$ cat src/rtl/decoder_2_4_if.sv
// decoder_2_4_if
//   Bundles the decode request (enable + encoded value) and the decoded
//   response (four enable lines + valid) of the 2-to-4 decoder.
//   Modports:
//     master : the select logic drives Enable_In/Encoded_Value_In and
//              observes Data_n_Out/Valid_Out
//     slave  : the decoder samples the request and drives the lines
interface decoder_2_4_if;
  logic       Enable_In;
  logic [1:0] Encoded_Value_In;
  logic       Data_0_Out;
  logic       Data_1_Out;
  logic       Data_2_Out;
  logic       Data_3_Out;
  logic       Valid_Out;

  modport master (
    output Enable_In,
    output Encoded_Value_In,
    input  Data_0_Out,
    input  Data_1_Out,
    input  Data_2_Out,
    input  Data_3_Out,
    input  Valid_Out
  );

  modport slave (
    input  Enable_In,
    input  Encoded_Value_In,
    output Data_0_Out,
    output Data_1_Out,
    output Data_2_Out,
    output Data_3_Out,
    output Valid_Out
  );
endinterface

$ cat src/rtl/decoder_2_4.sv
// decoder_2_4
//   Registered 2-to-4 line decoder. A 2-bit encoded value selects one of
//   four one-hot enable lines. The lines are registered, so they are
//   glitch-free and follow the input with one cycle of latency.
//   Ports:
//     Clock_In : system clock, rising edge
//     Reset_In : synchronous, active-high reset (clears lines and valid)
//     bus      : decoder_2_4_if.slave
//                Enable_In, Encoded_Value_In in;
//                Data_0..3_Out, Valid_Out out
//   Parameter:
//     OUT_ACTIVE_LOW : 0 = selected line is 1, 1 = selected line is 0
//   Build option:
//     DECODER_2_4_HOLD_EN : when defined, Enable_In=0 holds the last decode
//                           and valid instead of clearing them
module decoder_2_4 #(
  parameter bit OUT_ACTIVE_LOW = 1'b0
) (
  input logic           Clock_In,
  input logic           Reset_In,
  decoder_2_4_if.slave  bus
);

  logic [3:0] dec_q;
  logic       valid_q;

  // Reset wins over everything, so an undefined select during reset is
  // never loaded into dec_q.
  always_ff @(posedge Clock_In) begin
    if (Reset_In) begin
      dec_q   <= 4'b0000;
      valid_q <= 1'b0;
    end else if (bus.Enable_In) begin
      dec_q   <= 4'b0001 << bus.Encoded_Value_In;
      valid_q <= 1'b1;
    end
`ifdef DECODER_2_4_HOLD_EN
    // Enable low: keep the previous decode and valid.
`else
    else begin
      dec_q   <= 4'b0000;
      valid_q <= 1'b0;
    end
`endif
  end

  // Polarity is applied after the register; an XOR with a constant adds no
  // state and keeps the one-hot register itself polarity-independent.
  assign bus.Data_0_Out = dec_q[0] ^ OUT_ACTIVE_LOW;
  assign bus.Data_1_Out = dec_q[1] ^ OUT_ACTIVE_LOW;
  assign bus.Data_2_Out = dec_q[2] ^ OUT_ACTIVE_LOW;
  assign bus.Data_3_Out = dec_q[3] ^ OUT_ACTIVE_LOW;
  assign bus.Valid_Out  = valid_q;

endmodule

$ cat src/flat_wrapper.sv
// flat-port wrapper written by rule: the top's interface ports become plain ports
module decoder_2_4_flat 
#(
  parameter bit OUT_ACTIVE_LOW = 1'b0
)
  (Clock_In, Reset_In, bus_Enable_In, bus_Encoded_Value_In, bus_Data_0_Out, bus_Data_1_Out, bus_Data_2_Out, bus_Data_3_Out, bus_Valid_Out);
  decoder_2_4_if bus_i ();
  input logic Clock_In;
  input logic Reset_In;
  input wire logic [$bits(bus_i.Enable_In)-1:0] bus_Enable_In;
  input wire logic [$bits(bus_i.Encoded_Value_In)-1:0] bus_Encoded_Value_In;
  output wire logic [$bits(bus_i.Data_0_Out)-1:0] bus_Data_0_Out;
  output wire logic [$bits(bus_i.Data_1_Out)-1:0] bus_Data_1_Out;
  output wire logic [$bits(bus_i.Data_2_Out)-1:0] bus_Data_2_Out;
  output wire logic [$bits(bus_i.Data_3_Out)-1:0] bus_Data_3_Out;
  output wire logic [$bits(bus_i.Valid_Out)-1:0] bus_Valid_Out;
  assign bus_i.Enable_In = bus_Enable_In;
  assign bus_i.Encoded_Value_In = bus_Encoded_Value_In;
  assign bus_Data_0_Out = bus_i.Data_0_Out;
  assign bus_Data_1_Out = bus_i.Data_1_Out;
  assign bus_Data_2_Out = bus_i.Data_2_Out;
  assign bus_Data_3_Out = bus_i.Data_3_Out;
  assign bus_Valid_Out = bus_i.Valid_Out;
  decoder_2_4 #(.OUT_ACTIVE_LOW(OUT_ACTIVE_LOW)) u_core (.Clock_In(Clock_In), .Reset_In(Reset_In), .bus(bus_i));
endmodule
$ cat config.mk
export PLATFORM = sky130hd
export DESIGN_NAME = decoder_2_4_flat
export DESIGN_NICKNAME = d
export VERILOG_FILES = /design/src/rtl/decoder_2_4_if.sv /design/src/rtl/decoder_2_4.sv /design/src/flat_wrapper.sv
export SDC_FILE = /design/constraint.sdc
export NUM_CORES = 1
export LEC_CHECK = 0
export ABC_AREA = 1
export CORE_AREA = 8 8 45 47
export CTS_CLUSTER_DIAMETER = 100
export DETAILED_ROUTE_END_ITERATION = 8
export DIE_AREA = 0 0 53 55
export GPL_TIMING_DRIVEN = 0
export PLACE_DENSITY = 0.41
export RECOVER_POWER = 100
export SLEW_MARGIN = 10
export SYNTH_ARGS = -nofsm -noshare
export SYNTH_HDL_FRONTEND = slang
export SYNTH_SLANG_ARGS = --single-unit
$ cat constraint.sdc
create_clock -name Clock_In -period 0.8 [get_ports Clock_In]
set_input_delay 0.16 -clock Clock_In [delete_from_list [all_inputs] [get_ports Clock_In]]
set_output_delay 0.16 -clock Clock_In [all_outputs]
set_load 0.005 [all_outputs]
==> flow_metrics.env <==
export IMPL_synth_area_leaders="dfxtp_1 70%, nor2_1 13%, inv_1 10%"
export IMPL_path_cells="buf_6"
export IMPL_first_iter_violations=3
export IMPL_end_kind="primary output"
export IMPL_rows=14
export IMPL_worst_slew_pin_slew_ps=110
export IMPL_grt_met3_usage_pct=4.55
export IMPL_synthMuxAreaShare_pct=0
export IMPL_synth_simple_gate_area_share_pct=20.0
export IMPL_grtUsageTotal_pct=3.12
export IMPL_cp_data_required_time_ps=640
export IMPL_global_route_usage_met2_pct=2.73
export IMPL_cts_tree="yes"
export IMPL_clk_pin_slew_ps=40
export IMPL_cp_arrival_ps=660
export IMPL_setup_violations_final=5
export IMPL_coreArea_mm2=0.00138
export IMPL_netlist_instances=16
export IMPL_rsz0062_at_grt="true"
export IMPL_synthAdderAreaFrac_pct=0
export IMPL_synth_top_family_by_area="simple AND/OR/NAND/NOR gates"
export IMPL_total_leakage_power_nw=0.135
export IMPL_post_drt_wl_per_cell_um=7.91
export IMPL_status="complete, but fails checks"
export IMPL_routed_via_density=2.98
export IMPL_fin_util_pct=19.5
export IMPL_crit_buf_inv=1
export IMPL_cp_start_kind="flop"
export IMPL_die_width_um=53
export IMPL_syn_area_per_cell_um2=8.99
export IMPL_layout_nets=35
export IMPL_initial_utilization_pct=10.4
export IMPL_yosys_area_share_xor_xnor_pct=0
export IMPL_grt_max_degree=4
export IMPL_busiest_layer="met3"
export IMPL_ys_ff_latch=5
export IMPL_synth_yosys_seq_area_share_pct=69.6
export IMPL_hold_buffers=0
export IMPL_syn_nets=21
export IMPL_grt_pass1_wl_um=552
export IMPL_min_path_cells=2
export IMPL_fin_crit_sh_pct=103
export IMPL_crit_slowest_cell="dfxtp_2"
export IMPL_io_pins=10
export IMPL_power_density_mw_per_mm2=2230
export IMPL_drv_slew=0
export IMPL_cp_max_fo=1
export IMPL_critPathKind="flop to primary output"
export IMPL_htree_levels=1
export IMPL_syn2layout_area_growth_pct=87.8
export IMPL_netlist_area_um2=144
export IMPL_period_needed_ps=824
export IMPL_drc=0
export IMPL_crit_family="flip-flops"
export IMPL_min_from="Reset_In"
export IMPL_drive_gt1_share_pct=34.5
export IMPL_cts_root_buf="clkbuf_4"
export IMPL_synth_compound_area_share_pct=0
export IMPL_antenna_left=0
export IMPL_overflow=0
export IMPL_finalSetupTns_ps=-63.5
export IMPL_yosysUniqueCellTypes=4
export IMPL_place_port_buffers=9
export IMPL_setup_slack_ps=-24.4
export IMPL_slew_headroom_pct=92.7
export IMPL_synth_largest_area_cell="dfxtp_1"
export IMPL_die_area_mm2=0.00292
export IMPL_violations="setup timing"
export IMPL_tritoncts_num_buffers=3
export IMPL_fmax_mhz=1210
export IMPL_antenna_cells=0
export IMPL_met1_usage_pct=2.59
export IMPL_cts_sinks=5
export IMPL_hold_end="u_core.bus.Valid_Out"
export IMPL_cts_setup_buffers=0
export IMPL_hp_class="primary input to flop"
export IMPL_synth_top_area_share_pct=69.6
export IMPL_vdd_drop_max_v=0.000630
export IMPL_hold_viol_final=0
export IMPL_die_h_um=55
export IMPL_max_cap_violations=0
export IMPL_vias=134
export IMPL_ys_warn_count=0
export IMPL_gp_congestion=0.566
export IMPL_routed_wl_um=356
export IMPL_firstDrtPassIters=2
export IMPL_antenna_found_initial=0
export IMPL_cpPeakStageDelay_ps=310
export IMPL_grt_pass1_vias=149
export IMPL_clockBufferDepth=2
[cell usage in the layout, fill, tap and decap left out]
master,Yosys,routed
nor2_1,5,5
inv_1,4,4
clkbuf_4,0,3
clkdlybuf4s50_1,0,3
buf_2,0,3
dfxtp_1,5,3
nand3_1,2,2
buf_6,0,2
dfxtp_2,0,2
clkbuf_1,0,1
dlygate4sd3_1,0,1
[state kept, by name (all words and copies together), names as in the netlist]
name	flops
u_core.bus.Valid_Out	1
u_core.dec_q	4
[power by group]
group | total, mW | switching [mW] | internal (mW)
combinational | 0.0469 | 0.0171 | 0.0298
sequential | 0.262 | 0.00310 | 0.259
clock | 0.294 | 0.105 | 0.189
[how the worst max path moves through the flow]
stage,startpoint,end,slack [ps],depth (start not counted)
floorplan,u_core.dec_q[0],bus_Data_0_Out,340,0
global placement,u_core.bus.Valid_Out,bus_Valid_Out,-150,1
detailed placement,u_core.bus.Valid_Out,bus_Valid_Out,-160,1
CTS,u_core.bus.Valid_Out,bus_Valid_Out,-40,1
global route,u_core.dec_q[1],bus_Data_1_Out,-40,1
finish,u_core.bus.Valid_Out,bus_Valid_Out,-20,1
[kinds of logic after synthesis]
logic type | after synthesis
and+or+nand+nor | 7
DFF | 5
buffers and inverters | 4
[synth_stat cells]
cell / n
dfxtp_1: 5
nor2_1: 5
inv_1: 4
nand3_1: 2
[through the flow]
stage / hold slack [ps] / total power, mW / cells / instance area, um^2 / setup WS [ps]
finish: 464 / 0.603 / 45 / 270 / -24.4
global route: 473 / 0.641 / 45 / 270 / -44.9
CTS: 458 / 0.613 / 45 / 256 / -39.6
detailed placement: 717 / 0.317 / 41 / 254 / -164
global placement: 723 / 0.316 / 41 / 254 / -152
floorplan: 231 / 0.276 / 16 / 144 / 342
[metal layers]
layer	vias up	part of all wire, %
li1	71	-
met1	48	41
met2	12	24
met3	3	30
met4	0	4.8
met5	-	0
[what timing repair did]
| item | 4_1_cts | 5_1_grt |
|---|---|---|
| hold endpoints to repair | 0 | 0 |
| setup endpoints to repair | 5 | 5 |
| pin swaps | 0 | 0 |
| gates resized for setup | 21 | 3 |
[area by class of cell]
type,count,area [um^2]
tap,16,20.0
inverter,4,15.0
fill,151,1110
sequential,5,103
timing repair buffer,9,77.6
multi-input combinational,7,28.8
clock buffer,4,26.3
No activity file was read; power rests on OpenSTA's default activity.
